==> config.mk <==
export PLATFORM = sky130hd
export DESIGN_NAME = alu_op_sequencer
export DESIGN_NICKNAME = d
export VERILOG_FILES = /design/src/rtl/alu_pkg.sv /design/src/rtl/alu_core.sv /design/src/rtl/alu_op_sequencer.sv
export SDC_FILE = /design/constraint.sdc
export NUM_CORES = 1
export LEC_CHECK = 0
export BUFFER_PORTS_ARGS = -buffer_cell sky130_fd_sc_hd__buf_2
export CAP_MARGIN = 5
export CORE_MARGIN = 2
export CORE_UTILIZATION = 49
export CTS_CLUSTER_DIAMETER = 100
export CTS_CLUSTER_SIZE = 12
export DETAILED_ROUTE_END_ITERATION = 8
export GPL_TIMING_DRIVEN = 0
export PLACE_DENSITY = 0.68
export SYNTH_ARGS = -nofsm -noshare
export SYNTH_HDL_FRONTEND = slang
export SYNTH_SLANG_ARGS = --single-unit
==> constraint.sdc <==
create_clock -name CLK -period 9.87 [get_ports CLK]
set_input_delay 1.4805 -clock CLK [delete_from_list [all_inputs] [get_ports CLK]]
set_output_delay 1.4805 -clock CLK [all_outputs]
set_load 0.1 [all_outputs]
==> src/rtl/alu_pkg.sv <==
// Shared definitions for the ALU sequencer: operation codes, state encoding
// and the default datapath width.
package alu_pkg;

  localparam int ALU_WIDTH = 32;

  localparam logic [2:0] OP_AND  = 3'b000;
  localparam logic [2:0] OP_OR   = 3'b001;
  localparam logic [2:0] OP_XOR  = 3'b010;
  localparam logic [2:0] OP_XNOR = 3'b011;
  localparam logic [2:0] OP_ADD  = 3'b100;
  localparam logic [2:0] OP_SUB  = 3'b101;
  localparam logic [2:0] OP_SLTU = 3'b110;
  localparam logic [2:0] OP_SLL  = 3'b111;

  typedef enum logic [1:0] {
    ST_IDLE  = 2'b00,
    ST_EXEC  = 2'b01,
    ST_SHIFT = 2'b10,
    ST_DONE  = 2'b11
  } state_t;

endpackage

==> src/rtl/alu_core.sv <==
// Single-cycle combinational ALU for every operation except the left shift,
// which the sequencer iterates itself.
module alu_core
  import alu_pkg::*;
#(
  parameter int WIDTH = ALU_WIDTH
) (
  input  logic [WIDTH-1:0] a,
  input  logic [WIDTH-1:0] b,
  input  logic [2:0]       op,
  output logic [WIDTH-1:0] result,
  output logic             overflow
);

  // Result and signed overflow; overflow only meaningful for add/subtract.
  always_comb begin
    result   = '0;
    overflow = 1'b0;
    case (op)
      OP_AND:  result = a & b;
      OP_OR:   result = a | b;
      OP_XOR:  result = a ^ b;
      OP_XNOR: result = ~(a ^ b);
      OP_ADD: begin
        result   = a + b;
        overflow = (a[WIDTH-1] == b[WIDTH-1]) && (result[WIDTH-1] != a[WIDTH-1]);
      end
      OP_SUB: begin
        result   = a - b;
        overflow = (a[WIDTH-1] != b[WIDTH-1]) && (result[WIDTH-1] != a[WIDTH-1]);
      end
      OP_SLTU: result = {{(WIDTH-1){1'b0}}, (a < b)};
      default: result = '0;
    endcase
  end

endmodule

==> src/rtl/alu_op_sequencer.sv <==
// Accepts one ALU request at a time, runs it (iterating left shifts one bit
// per cycle) and registers the result and flags for the display path.
module alu_op_sequencer
  import alu_pkg::*;
#(
  parameter int WIDTH     = ALU_WIDTH,
  parameter int SHIFT_MAX = 32,
  parameter int CNT_W     = 6
) (
  input  logic             CLK,
  input  logic             RST,
  input  logic             Req,
  output logic             Ready,
  input  logic [WIDTH-1:0] AA,
  input  logic [WIDTH-1:0] BB,
  input  logic [2:0]       ALU_OP,
  output logic [WIDTH-1:0] F,
  output logic             ZF,
  output logic             OF,
  output logic             Done,
  output logic             Busy
);

  state_t             state;
  state_t             next_state;
  logic [WIDTH-1:0]   a_reg;
  logic [WIDTH-1:0]   b_reg;
  logic [2:0]         op_reg;
  logic [WIDTH-1:0]   shift_reg;
  logic [WIDTH-1:0]   shifted;
  logic [CNT_W-1:0]   cnt;
  logic [CNT_W-1:0]   cnt_init;
  logic [WIDTH-1:0]   core_result;
  logic               core_overflow;

  alu_core #(.WIDTH(WIDTH)) u_core (
    .a        (a_reg),
    .b        (b_reg),
    .op       (op_reg),
    .result   (core_result),
    .overflow (core_overflow)
  );

  // Shift count is clamped so huge shift amounts still finish in bounded time.
  always_comb begin
    cnt_init = a_reg[CNT_W-1:0];
    if (a_reg >= WIDTH'(SHIFT_MAX)) cnt_init = CNT_W'(SHIFT_MAX);
    shifted = shift_reg << 1;
  end

  // State register.
  always_ff @(posedge CLK) begin
    if (RST) state <= ST_IDLE;
    else     state <= next_state;
  end

  // Next-state logic; requests outside IDLE are simply dropped.
  always_comb begin
    next_state = state;
    case (state)
      ST_IDLE:  if (Req) next_state = ST_EXEC;
      ST_EXEC:  next_state = (op_reg == OP_SLL && cnt_init != '0) ? ST_SHIFT : ST_DONE;
      ST_SHIFT: if (cnt == CNT_W'(1)) next_state = ST_DONE;
      ST_DONE:  next_state = ST_IDLE;
      default:  next_state = ST_IDLE;
    endcase
  end

  // Handshake and status outputs decoded from the current state.
  always_comb begin
    Ready = (state == ST_IDLE);
    Busy  = (state != ST_IDLE);
    Done  = (state == ST_DONE);
  end

  // Operand capture, shift iteration and result/flag registers.
  always_ff @(posedge CLK) begin
    if (RST) begin
      a_reg     <= '0;
      b_reg     <= '0;
      op_reg    <= '0;
      shift_reg <= '0;
      cnt       <= '0;
      F         <= '0;
      ZF        <= 1'b0;
      OF        <= 1'b0;
    end else begin
      case (state)
        ST_IDLE: begin
          if (Req) begin
            a_reg  <= AA;
            b_reg  <= BB;
            op_reg <= ALU_OP;
          end
        end
        ST_EXEC: begin
          if (op_reg == OP_SLL) begin
            shift_reg <= b_reg;
            cnt       <= cnt_init;
            if (cnt_init == '0) begin
              F  <= b_reg;
              ZF <= (b_reg == '0);
              OF <= 1'b0;
            end
          end else begin
            F  <= core_result;
            ZF <= (core_result == '0);
            OF <= core_overflow;
          end
        end
        ST_SHIFT: begin
          shift_reg <= shifted;
          cnt       <= cnt - CNT_W'(1);
          if (cnt == CNT_W'(1)) begin
            F  <= shifted;
            ZF <= (shifted == '0);
            OF <= 1'b0;
          end
        end
        default: ;
      endcase
    end
  end

endmodule
# Word-level counts from Yosys, hierarchy flattened

Cells that the tools add are included.

Bits in registers: 140
Input bits: 70
Output and inout port bits: 37

Add/sub/neg operators: 3
Magnitude comparators: 2
Equal/unequal tests: 19
Muxes and demuxes: 23
Bitwise operators: 4
Reduce and logical (&&, ||, !) cells: 16

Operators by type and width:

| cell                                                                    | count |
|---|---|
| 32-bit case mux with 7 select lines                                     | 1 |
| 32-bit logical NOT                                                      | 3 |
| 32-bit two-way mux                                                      | 3 |
| 32-bit case mux with 2 select lines                                     | 1 |
| 31-bit case mux with 2 select lines                                     | 1 |
| 32-bit adder                                                            | 1 |
| 32-bit bitwise AND                                                      | 1 |
| 32-bit by 6-bit >= comparator with 1-bit output (second input constant) | 1 |
| 32-bit less-than comparator                                             | 1 |
| 32-bit NOT                                                              | 1 |
| 32-bit bitwise OR                                                       | 1 |
| 32-bit subtractor                                                       | 1 |
| 32-bit bitwise XOR                                                      | 1 |
| 31-bit two-way mux                                                      | 1 |
| 3-bit equality test (second input constant)                             | 4 |
| 6-bit two-way mux                                                       | 2 |
| 6-bit case mux with 2 select lines                                      | 1 |
| 2-bit case mux with 4 select lines                                      | 1 |
| 1-bit two-way mux                                                       | 7 |
| 3-bit by 2-bit equality test with 1-bit output (second input constant)  | 2 |
| 6-bit by 1-bit equality test with 1-bit output (second input constant)  | 1 |
| 6-bit logical NOT                                                       | 1 |
| 2-bit != test (second input constant)                                   | 3 |
| 1-bit case mux with 2 select lines                                      | 3 |
| 15 further kinds                                                        | 24 |

# Longest topological paths before layout

Depth in word-level cells: 6
Depth in mapped cells: 14
Depth with buffers taken out: 14

# By module

A second synthesis with hierarchy kept.

Cells, all modules: 1594
Area total of the unflattened synthesis: 11587.4 um^2

By module, submodules not included:

| module           | times used | cells an instance | area each (um^2) |
|---|---|---|---|
| alu_op_sequencer | 1          | 815               | 6409.9 |
| alu_core         | 1          | 779               | 5177.5 |

# Worst setup path before layout

Ideal clock, no wire load.

Kind: register to output
From: register state[0]
To: output Busy
Arrival: 1.974 ns
Required time: 8.389 ns
Setup slack: 6.416 ns
Stages on the path, launching flop included: 4
Path through: dfxtp_1 inv_1 ha_1 inv_1

Word-level cells in the longest chain between the ends: 1

Ends and longest elaborated chain:

| element                | RTL line               | source |
|---|---|---|
| start, declared        | alu_op_sequencer.sv:24 | `state_t state;` |
| start signal, assigned | alu_op_sequencer.sv:54 | `else state <= next_state;` |
| 2-bit nonzero test     | alu_op_sequencer.sv:72 | `Busy = (state != ST_IDLE);` |
| end, declared          | alu_op_sequencer.sv:21 | `output logic Busy` |

Every way passes these cells.

# Final worst setup path

From: register b_reg[0]
To: register ZF

Word-level cells in the longest chain between the ends: 6
Elaborated cells between the ends (all ways): 13

Ends and longest elaborated chain:

| element                                                                   | RTL line                | source |
|---|---|---|
| start, declared                                                           | alu_op_sequencer.sv:27  | `logic [WIDTH-1:0] b_reg;` |
| start signal, assigned                                                    | alu_op_sequencer.sv:80  | `b_reg <= '0;` |
| start signal, assigned                                                    | alu_op_sequencer.sv:92  | `b_reg <= BB;` |
| parallel branches: the longest is 4 deep, another holds 32-bit subtractor | --                      |  |
| 1-bit two-way mux (*)                                                     | alu_op_sequencer.sv:97  | `if (op_reg == OP_SLL) begin` |
| 1-bit case mux with 2 select lines (*)                                    | alu_op_sequencer.sv:88  | `case (state)` |
| end signal, assigned                                                      | alu_op_sequencer.sv:102 | `ZF <= (b_reg == '0);` |
| end signal, assigned                                                      | alu_op_sequencer.sv:107 | `ZF <= (core_result == '0);` |
| end signal, assigned                                                      | alu_op_sequencer.sv:116 | `ZF <= (shifted == '0);` |
| end, declared                                                             | alu_op_sequencer.sv:18  | `output logic ZF,` |

Every way passes the cells marked *. The select of a mux whose other input is x is not followed.
A chain may end at the register's enable or synchronous reset.

==> impl_metrics.ini <==
[worst_setup_path]
crit_fanout = 7
crit_buf_inv = 1
critPathTopFamily = compound AO/OA/AOI/OAI gates
setup.worst_path.end_class = flip-flop
criticalPathCategory = flip-flop to flip-flop
cp.required_ps = 10250
setup.worst_path.start_class = flip-flop
worstPathArrival_ps = 5300
critPathMaxStageDelay_ps = 920
cp_cell_sequence = ha_1 -> inv_1 -> fa_1 -> nand2b_1 -> a2111oi_4 -> o21a_2 -> a21o_1 -> nor4_1 -> a2111oi_2 -> o2111ai_1 -> nor4_1 -> nand4_1 -> nor3_1 -> a31o_1
worst_path_most_repeated_cell = nor4_1
cp_slowest_cell = a2111oi_2

[grt]
grt_pass1_vias = 12700
grt_pass1_wl_um = 77000
track_usage = 0.390
grt_max_degree = 17
overflow = 0
antenna_found_initial = 0

[sta]
period_needed_ps = 4920
post-route-period-util = 0.498
hold_viol = 0
maxSlewViolCount = 0
max_slew_margin = 0.233
finalSetupViolCount = 0
worstMarginPinSlew_ps = 1140
rsz0062_at_grt = false
clock_skew_ps = 15.7
hold_ws_ps = 477
fmax_ghz = 0.203
finalWorstSetupSlack_ps = 4950
finalSetupTns_ps = 0

[power_and_ir_drop]
p_seq_frac = 0.242
p_switching_mw = 2.16
power_mw = 3.92
internal_power_mw = 1.76
p_sw_frac = 0.550
pwr-share-comb = 0.585
power_leakage_nw = 5.42
cellPowerDensity_nw_per_um2 = 288
clkPwrFrac = 0.173
ir_drop_mv = 0.329

[die]
die_w_um = 161
ios = 107
start_util = 0.498
rows = 57
die_h_um = 161
core_area_um2 = 24200
dieArea_um2 = 25900

[yosys]
yosysSeqAreaShare = 0.232
synth_area_leaders = dfxtp_1 23%, ha_1 12%, a21oi_1 6.9%
syn_area_um2 = 12100
synth_warnings = 0
async_flop_share = 0
synth_top_cell_by_area = dfxtp_1
ys.flop_type = dfxtp_1
yosysUniqueCellTypes = 90
synth_fp_nets = 1830
synth-seq-cells = 140
yosysTopAreaCellShare = 0.232
syn_area_per_cell_um2 = 7.34
synth_edf_count = 0
syn_inst = 1644

[placed_design]
dp_cells = 2074
io_buffers = 106
place_ws_ps = 5140
gp_congestion = 0.983
dp_hpwl_um = 40000

[clocking]
cts_max_path_buffers = 2
cts-resized-gates = 0
cts_root_buffer = clkbuf_16
clk_pin_slew_ps = 80
cts.sinks = 140
hold_buffers = 0
cts_buffers = 17
insertion_delay_ps = 440
cts_tree = built
cts_max_level = 4
postCtsSetupBuffers = 0

[routing]
antenna_left = 0
drt-pass1-iter-count = 5
num_vias = 13400
viasPerCell = 6.38
wl_per_cell_um = 24.3
drt_iter0_markers = 1391
remaining_drc_errors = 0
wl_um = 51200

[cells_and_area]
layoutNonFillerInstCount = 2106
final_nets = 1955
antenna_cells = 0
layout-drive-gt1-share = 0.112
area_growth_pct = 12.6

[min_path]
hp-class = flip-flop to flip-flop

[run_status]
outcome = finished, final reports clean

[job]
maxCapViolCount = 0
-- cells by family after synthesis --
family / share of synthesized area
xor+xnor: 0.0145
buf+inv: 0.0737
compound gates: 0.279
flops: 0.232
fa+ha+maj: 0.121
simple gates: 0.211
mux: 0.0677
-- final timing paths --
kind | cells past startpoint | slack (ps) | start | endpoint
setup reg to reg | 14 | 4950 | b_reg[0] | ZF
hold reg to reg | 2 | 480 | F[31] | F[31]
hold / removal | 2 | 480 | F[31] | F[31]
setup / recovery | 14 | 4950 | b_reg[0] | ZF
-- power by group through the flow --
stage | registers [mW] | clock network (mW) | logic (mW)
global route | 0.960 | 0.696 | 2.45
detailed placement | 0.949 | 0 | 2.22
finish | 0.950 | 0.678 | 2.29
global placement | 0.945 | 0 | 2.20
floorplan | 1.01 | 0 | 1.44
CTS | 0.936 | 0.675 | 2.23
-- tightest hold or removal path, cell delays in order, from the launching register on --
cell and delay, ps:
dfxtp_1 330, nand2_1 50, a21oi_1 50
-- metrics by stage --
step / instance area [um^2] / utilization
global placement: 13000 / 0.536
detailed placement: 13000 / 0.537
CTS: 13600 / 0.561
floorplan: 12100 / -
global route: 13600 / 0.561
finish: 13600 / 0.561
-- cells in the final DEF (no fill, tap or decap), types with 16 or more instances in the layout --
| cell | count |
|---|---|
| inv_1 | 105 |
| o21ai_0 | 61 |
| a21oi_1 | 166 |
| nor3_1 | 32 |
| nor4_1 | 35 |
| buf_2 | 127 |
| xnor2_1 | 16 |
| nand4_1 | 16 |
| a211oi_1 | 46 |
| dfxtp_1 | 140 |
| mux2i_1 | 76 |
| a22oi_1 | 31 |
| a21o_1 | 17 |
| nor2_1 | 166 |
| o211ai_1 | 26 |
| clkbuf_1 | 78 |
| ha_1 | 114 |
| nand3_1 | 23 |
| nand2_1 | 217 |
| a221oi_1 | 22 |
| clkbuf_16 | 17 |
-- cell type report --
| class | count | area (um^2) |
|---|---|---|
| clock inverters | 14 | 153 |
| fillers | 2429 | 10700 |
| multi-input cells | 1278 | 8390 |
| inverters | 109 | 409 |
| repair buffers | 106 | 531 |
| flip-flops and latches | 140 | 2800 |
| well taps | 324 | 405 |
| plain buffers | 117 | 480 |
| clock buffers | 18 | 429 |
-- routing by layer --
metal	wire length, um	track usage	share of wire
met3	4670	0.0674	0.091
met1	21400	0.522	0.42
met2	22500	0.613	0.44
met5	0	0	0
met4	2610	0.184	0.051
-- synth_stat cells, drive strengths merged, types with 15 or more instances --
master  instances
nand2         217
nor2          167
a21oi         166
dfxtp         140
ha            114
inv           108
clkbuf         77
mux2i          76
o21ai          64
a211oi         47
buf            40
nor4           38
nor3           33
a22oi          31
o211ai         27
nand3          23
a221oi         22
a21o           17
nand4          16
xnor2          16
nand2b         15
(Power assumes the default switching activity.)
